File: config.mk
export PLATFORM = sky130hd
export DESIGN_NAME = accum_8_bits
export DESIGN_NICKNAME = d
export VERILOG_FILES = /design/src/rtl/accum_8_bits.sv
export SDC_FILE = /design/constraint.sdc
export NUM_CORES = 1
export LEC_CHECK = 0
export ABC_AREA = 1
export BUFFER_PORTS_ARGS = -buffer_cell sky130_fd_sc_hd__buf_2
export CAP_MARGIN = 30
export CORE_ASPECT_RATIO = 0.75
export CORE_MARGIN = 1
export CORE_UTILIZATION = 30
export DETAILED_ROUTE_END_ITERATION = 10
export MAX_ROUTING_LAYER = met4
export PLACE_DENSITY = 0.5
export SLEW_MARGIN = 20
export SYNTH_ARGS = -nofsm -noshare
export SYNTH_HDL_FRONTEND = slang
export SYNTH_SLANG_ARGS = --single-unit
export TNS_END_PERCENT = 50
File: constraint.sdc
create_clock -name clk -period 2 [get_ports clk]
set_clock_uncertainty 0.05 [all_clocks]
set_input_delay 0 -clock clk [delete_from_list [all_inputs] [get_ports clk]]
set_output_delay 0 -clock clk [all_outputs]
set_load 0.02 [all_outputs]
File: src/rtl/accum_8_bits.sv
// Frame accumulator: sums COUNT_N two's-complement operands per frame and
// presents the wrapped sum plus a sticky signed-overflow flag, held until the
// downstream handshake. All outputs are registered.
module accum_8_bits #(
  parameter int unsigned WIDTH   = 8,
  parameter int unsigned COUNT_N = 4
) (
  input  logic             clk,
  input  logic             rst_n,
  input  logic             in_valid,
  input  logic [1:WIDTH]   in_data,
  output logic             in_ready,
  output logic             out_valid,
  input  logic             out_ready,
  output logic [WIDTH-1:0] out_sum,
  output logic             out_ovf,
  output logic             busy
);

  localparam logic [1:0] IDLE  = 2'd0;
  localparam logic [1:0] ACCUM = 2'd1;
  localparam logic [1:0] HOLD  = 2'd2;

  localparam logic [7:0] CNT_LAST = 8'(COUNT_N);

  logic [1:0]       state_q, state_d;
  logic [WIDTH-1:0] acc_q, acc_d;
  logic [7:0]       cnt_q, cnt_d;
  logic             ovf_q, ovf_d;
  logic             in_ready_q, in_ready_d;
  logic             out_valid_q, out_valid_d;
  logic [WIDTH-1:0] out_sum_q, out_sum_d;
  logic             out_ovf_q, out_ovf_d;

  logic [WIDTH-1:0] din;
  logic [WIDTH-1:0] sum;
  logic [7:0]       cnt_inc;
  logic             v;
  logic             accept;
  logic             handshake;

  // in_data is declared MSB-first at index 1; positional copy keeps MSB on top
  assign din       = in_data;
  assign sum       = acc_q + din;
  assign cnt_inc   = cnt_q + 8'd1;
  // Signed overflow: same-sign operands producing a result of the other sign
  assign v         = (acc_q[WIDTH-1] == din[WIDTH-1]) && (sum[WIDTH-1] != acc_q[WIDTH-1]);
  assign accept    = in_valid && in_ready_q;
  assign handshake = out_valid_q && out_ready;

  // Next-state and registered-output logic for the IDLE/ACCUM/HOLD frame FSM
  always_comb begin
    state_d     = state_q;
    acc_d       = acc_q;
    cnt_d       = cnt_q;
    ovf_d       = ovf_q;
    in_ready_d  = in_ready_q;
    out_valid_d = out_valid_q;
    out_sum_d   = out_sum_q;
    out_ovf_d   = out_ovf_q;
    case (state_q)
      IDLE: begin
        // in_ready rises here on the first edge after reset release
        in_ready_d = 1'b1;
        if (accept) begin
          acc_d = din;
          ovf_d = 1'b0;
          cnt_d = 8'd1;
          if (CNT_LAST == 8'd1) begin
            state_d     = HOLD;
            in_ready_d  = 1'b0;
            out_valid_d = 1'b1;
            out_sum_d   = din;
            out_ovf_d   = 1'b0;
          end else begin
            state_d = ACCUM;
          end
        end
      end
      ACCUM: begin
        in_ready_d = 1'b1;
        if (accept) begin
          acc_d = sum;
          cnt_d = cnt_inc;
          ovf_d = ovf_q | v;
          if (cnt_inc == CNT_LAST) begin
            state_d     = HOLD;
            in_ready_d  = 1'b0;
            out_valid_d = 1'b1;
            out_sum_d   = sum;
            out_ovf_d   = ovf_q | v;
          end
        end
      end
      HOLD: begin
        in_ready_d = 1'b0;
        if (handshake) begin
          state_d     = IDLE;
          out_valid_d = 1'b0;
          in_ready_d  = 1'b1;
        end
      end
      default: begin
        state_d     = IDLE;
        in_ready_d  = 1'b0;
        out_valid_d = 1'b0;
      end
    endcase
  end

  // State registers; reset discards any partial frame or pending result
  always_ff @(posedge clk or negedge rst_n) begin
    if (!rst_n) begin
      state_q     <= IDLE;
      acc_q       <= '0;
      cnt_q       <= '0;
      ovf_q       <= 1'b0;
      in_ready_q  <= 1'b0;
      out_valid_q <= 1'b0;
      out_sum_q   <= '0;
      out_ovf_q   <= 1'b0;
    end else begin
      state_q     <= state_d;
      acc_q       <= acc_d;
      cnt_q       <= cnt_d;
      ovf_q       <= ovf_d;
      in_ready_q  <= in_ready_d;
      out_valid_q <= out_valid_d;
      out_sum_q   <= out_sum_d;
      out_ovf_q   <= out_ovf_d;
    end
  end

  assign in_ready  = in_ready_q;
  assign out_valid = out_valid_q;
  assign out_sum   = out_sum_q;
  assign out_ovf   = out_ovf_q;
  assign busy      = (state_q == ACCUM);

endmodule

; After elaboration in Yosys (flattened, before gate mapping)
; Cells that the tools add are included.
[op_classes]
addsub = 2
n_bitwise = 2
n_reduce_logical = 9
eq_ne = 9
n_mux = 22
[op_table]
columns = operator, count
row1 = 8-bit two-way mux, 4
row2 = 8-bit one-hot mux with 2 select lines, 2
row3 = 8-bit by 1-bit adder with 8-bit output (second input constant), 1
row4 = 8-bit adder, 1
row5 = 8-bit by 3-bit equality test with 1-bit output (second input constant), 1
row6 = 1-bit two-way mux, 8
row7 = 2-bit two-way mux, 4
row8 = 4-bit AND reduction, 2
row9 = 1-bit one-hot mux with 3 select lines, 2
row10 = 2-bit one-hot mux with 3 select lines, 1
row11 = 3-bit AND reduction, 2
row12 = 2-bit by 1-bit != test with 1-bit output (second input constant), 2
row13 = 2-bit != test (second input constant), 2
row14 = 1-bit logical AND, 3
row15 = 2-bit by 1-bit equality test with 1-bit output (second input constant), 1
row16 = 2-bit equality test (second input constant), 1
row17 = 2-bit zero test, 1
row18 = 1-bit one-hot mux with 2 select lines, 1
row19 = 2-bit nonzero test, 1
row20 = 1-bit equality test, 1
row21 = 1-bit != test, 1
row22 = 1-bit inverter, 1
row23 = 1-bit bitwise OR, 1
[totals]
ff_bits = 30
input_bits = 12
elab_cells = 52
out_inout_bits = 12

; Depth between registers and ports, before layout
[logic_depth]
ltp_word = 6
ltp_mapped = 13
ltp_nobuf = 12

; Worst setup path before layout
; OpenSTA, ideal clock, no wires.
[synth_path]
kind = register to register
from = reg cnt_q[0]
to = reg out_ovf_q (netlist: out_ovf)
required_time_ps = 1833
slack_ps = 381
setup_ps = 117
t_arrival_ps = 1452
period_less_slack_ps = 1619
path_stages_with_launch = 13
cell_sequence = dfrtp_1 -> ha_1 -> nand3_1 -> nand2_1 -> nand2_1 -> nand3_1 -> nor2_1 -> nand2_1 -> inv_2 -> nand2_2 -> buf_6 -> nand2_1 -> nand2_1
[synth_between]
elab_chain_cells = 3
[synth_lines]
columns = element, line_no
row1 = "start, declared", 28  ; logic [7:0] cnt_q, cnt_d;
row2 = "start signal, assigned", 125  ; cnt_q <= cnt_d;
row3 = 8-bit by 1-bit adder with 8-bit output, 45  ; assign cnt_inc = cnt_q + 8'd1;
row4 = 8-bit by 3-bit equality test with 1-bit output, 86  ; if (cnt_inc == CNT_LAST) begin
row5 = 3-bit AND reduction (no line), -
row6 = "end signal, assigned", 130  ; out_ovf_q <= out_ovf_d;
row7 = "end, declared", 33  ; logic out_ovf_q, out_ovf_d;
; No other way between the ends.
; A chain may end at the register's enable or synchronous reset.

; Worst setup path after layout
[layout_path]
from = reg acc_q[0]
to = reg out_sum_q[4] (netlist: out_sum[4])
[layout_between]
elab_chain_cells = 1
[layout_lines]
columns = element, line_no
row1 = "start, declared", 27  ; logic [WIDTH-1:0] acc_q, acc_d;
row2 = "start signal, assigned", 115  ; acc_q <= '0;
row3 = "start signal, assigned", 124  ; acc_q <= acc_d;
row4 = 8-bit adder, 44  ; assign sum = acc_q + din;
row5 = "end signal, assigned", 129  ; out_sum_q <= out_sum_d;
row6 = "end, declared", 32  ; logic [WIDTH-1:0] out_sum_q, out_sum_d;
; No other way between the ends.

==> results by group <==
Route
  • Antenna-violating nets left: 0
  • Detailed Route WL: 4.44 mm
  • Via density: 4.72
  • Iteration-0 DRC count of the detailed router: 86
  • DRC violation count after routing: 0
  • Routed WL per cell: 13.0 um
  • 1st-pass router iterations: 4
  • Via count: 1,614

Placed design
  • GP Congestion: 0.815
  • Inst Count DP: 329
  • Port bufs: 23
  • HPWL Detailed: 3.34 mm

Logic synthesis
  • Area contributors post-synth: dfrtp_1, nand2_1, nand3_1
  • Syn_area_per_cell: 7.65 um2
  • Mapped Nets: 254
  • Synth Warn #: 0
  • Ys async rst share: 1.00
  • Yosys cell types: 23
  • Top FF cell, synth: dfrtp_1
  • Most frequent cells after synthesis: nand2_1, dfrtp_1, inv_1, nand3_1, nor2_1
  • Synth top area share: 0.423
  • Sequential-to-total area share from yosys stat: 0.423
  • Syn Std Cell Area: 1770 um2
  • #FFs+latches synth: 30
  • Most common cell in the netlist: nand2_1
  • Number of synthesized flops with an enable pin: 0
  • Largest area contributor in the netlist: dfrtp_1
  • Synth Instances: 232

CTS
  • # Post-CTS Setup Buffers: 0
  • # clock sinks: 30
  • CTS tree: done
  • H-Tree Depth: 2
  • Clock transition at path regs: 0.08 ns
  • Total CTS buffers: 5
  • CTS Buffer Depth: 2
  • CTS root buf: clkbuf_8
  • Skew-Pair Late Insertion Delay: 0.29 ns

Pwr
  • Leak: 1.16 nW
  • Max IR drop VDD: 0.528 mV
  • Pwr Density: 1590 nW/um2

Global routing
  • Total track usage: 0.172
  • Vias in the first global route: 1,574
  • Global-route wire length before repair: 7.75 mm
  • Antenna violations before repair: 0
  • Total grt overflow: 0
  • Largest net degree at the start of global routing: 31

Setup path
  • Crit-path slowest cell: fa_1
  • WP data required: 2.17 ns
  • CP max FO: 3
  • Setup Crit Path Kind: register to register
  • CP max stage delay: 0.44 ns
  • Reg2reg path depth: 7
  • CP cell instances: ha_1 > fa_1 > nand3_1 > nand2_1 > xor2_1 > nand3_1 > nand2_1
  • Crit path launch type: register
  • CP arrival: 2.02 ns
  • CP Capture Type: register

Layout
  • Final #Nets: 288
  • Proportion of layout cells with a drive suffix above 1: 0.150
  • Final antenna diode count: 0
  • Filler cells: 589
  • Storage cell area: 752 um2
  • Fin cells: 342
  • Area of the multi-input gates: 882 um2
  • Layout area overhead: 21.9%

Timing
  • Setup TNS Final: 0 ns
  • Worst-margin pin slew: 0.705 ns
  • Period Utilization, post-route: 0.923
  • Fmax: 542 MHz
  • Final setup vio count: 0
  • RSZ-0062 raised after global routing: no
  • Fin crit period: 1.85 ns
  • Final hold viol count: 0
  • Pins over their slew limit: 0
  • Worst slew margin: 0.530

Hold path
  • Hold Path Class: input pin to register
  • Hold Crit Depth: 3

Floorplanning
  • Num rows: 23
  • Core footprint: 5530 um2
  • Initial Utilization: 0.321
  • I/O pin cnt: 24
  • Die height: 68.6 um
  • Chip width: 90.8 um
  • Full die area: 6230 um2

Flow run
  • Max-Cap Viols: 0

Outcome
  • Status: finished, final reports clean
layout by cell type (no fill, tap or decap), drive strengths merged:
master       instances
o21ai               15
fa                   1
or2                  1
nor2                21
buf                 26
bufinv               2
nand2               72
ha                   9
a21oi                5
o22ai                7
clkbuf               6
dfrtp               30
o21bai               2
xor2                 3
nand3               24
inv                 28
dlygate4sd3          5
a21o                 1
a22o                 1
nand4                8
kinds of logic after synthesis:
logic type | after synthesis | synth area share
adder cells (fa/ha/maj) | 10 | 0.0748
buffers and inverters | 32 | 0.0825
AND/OR/NAND/NOR | 126 | 0.306
XOR/XNOR | 3 | 0.0148
AO/OA/AOI/OAI | 31 | 0.0987
flip-flops | 30 | 0.423
final timing paths:
kind | from | to | slack [ns]
max in group asynchronous | rst_n | cnt_q[0] | 1.15
hold / removal | in_data[1] | acc_q[7] | 0.01
setup / recovery | acc_q[0] | out_sum[4] | 0.15
setup reg to reg | acc_q[0] | out_sum[4] | 0.15
hold reg to reg | out_ovf | out_ovf | 0.42
min in group asynchronous | rst_n | acc_q[0] | 0.25
sequential cells by signal (all words and copies together), names as in the netlist:
signal,flops
acc_q,8
cnt_q,8
out_sum,8
state_q,2
in_ready,1
out_ovf,1
out_valid,1
ovf_q,1
through the flow:
step	setup slack [ns]	hold WS (ns)	utilization	total power, mW	cell area, um2
global placement	0.150	0.0505	0.356	2.64	1960
CTS	0.0952	0.00986	0.390	3.45	2160
finish	0.155	0.0150	0.392	3.44	2160
floorplan	0.381	-0.346	-	2.18	1770
detailed placement	0.102	0.0500	0.356	2.64	1960
global route	0.0152	0.0669	0.392	3.78	2160
worst max-delay path: cells and delay by family (launching register included):
kind / cells / cell delay, ns
adders and majority gates: 2 / 0.68
DFF: 1 / 0.39
and+or+nand+nor: 4 / 0.38
xor gates and xnor gates: 1 / 0.29
power by group:
| part | internal, mW | switching (mW) |
|---|---|---|
| clock network | 0.532 | 0.254 |
| registers | 0.859 | 0.205 |
| logic | 0.557 | 1.03 |
metal layers:
metal	routed length, um	vias up	GRT usage
met3	247	6	0.0439
met4	48	0	0.0615
met1	2470	730	0.239
li1	-	831	-
met5	0	-	-
met2	1680	47	0.241
timing repair:
item	in CTS	in global routing
gates resized for setup	0	2
hold buffers	5	0
endpoints found under the setup margin	0	9
hold endpoints to repair	34	0
area by class of cell:
| cell class | instances | area share |
|---|---|---|
| timing repair buffer | 31 | 0.0868 |
| tap | 75 | 0.0434 |
| multi-input combinational | 170 | 0.408 |
| sequential | 30 | 0.348 |
| clock inverter | 2 | 0.0278 |
| inverter | 28 | 0.0486 |
| clock buffer | 6 | 0.0382 |
No activity file was read; power rests on OpenSTA's default activity.
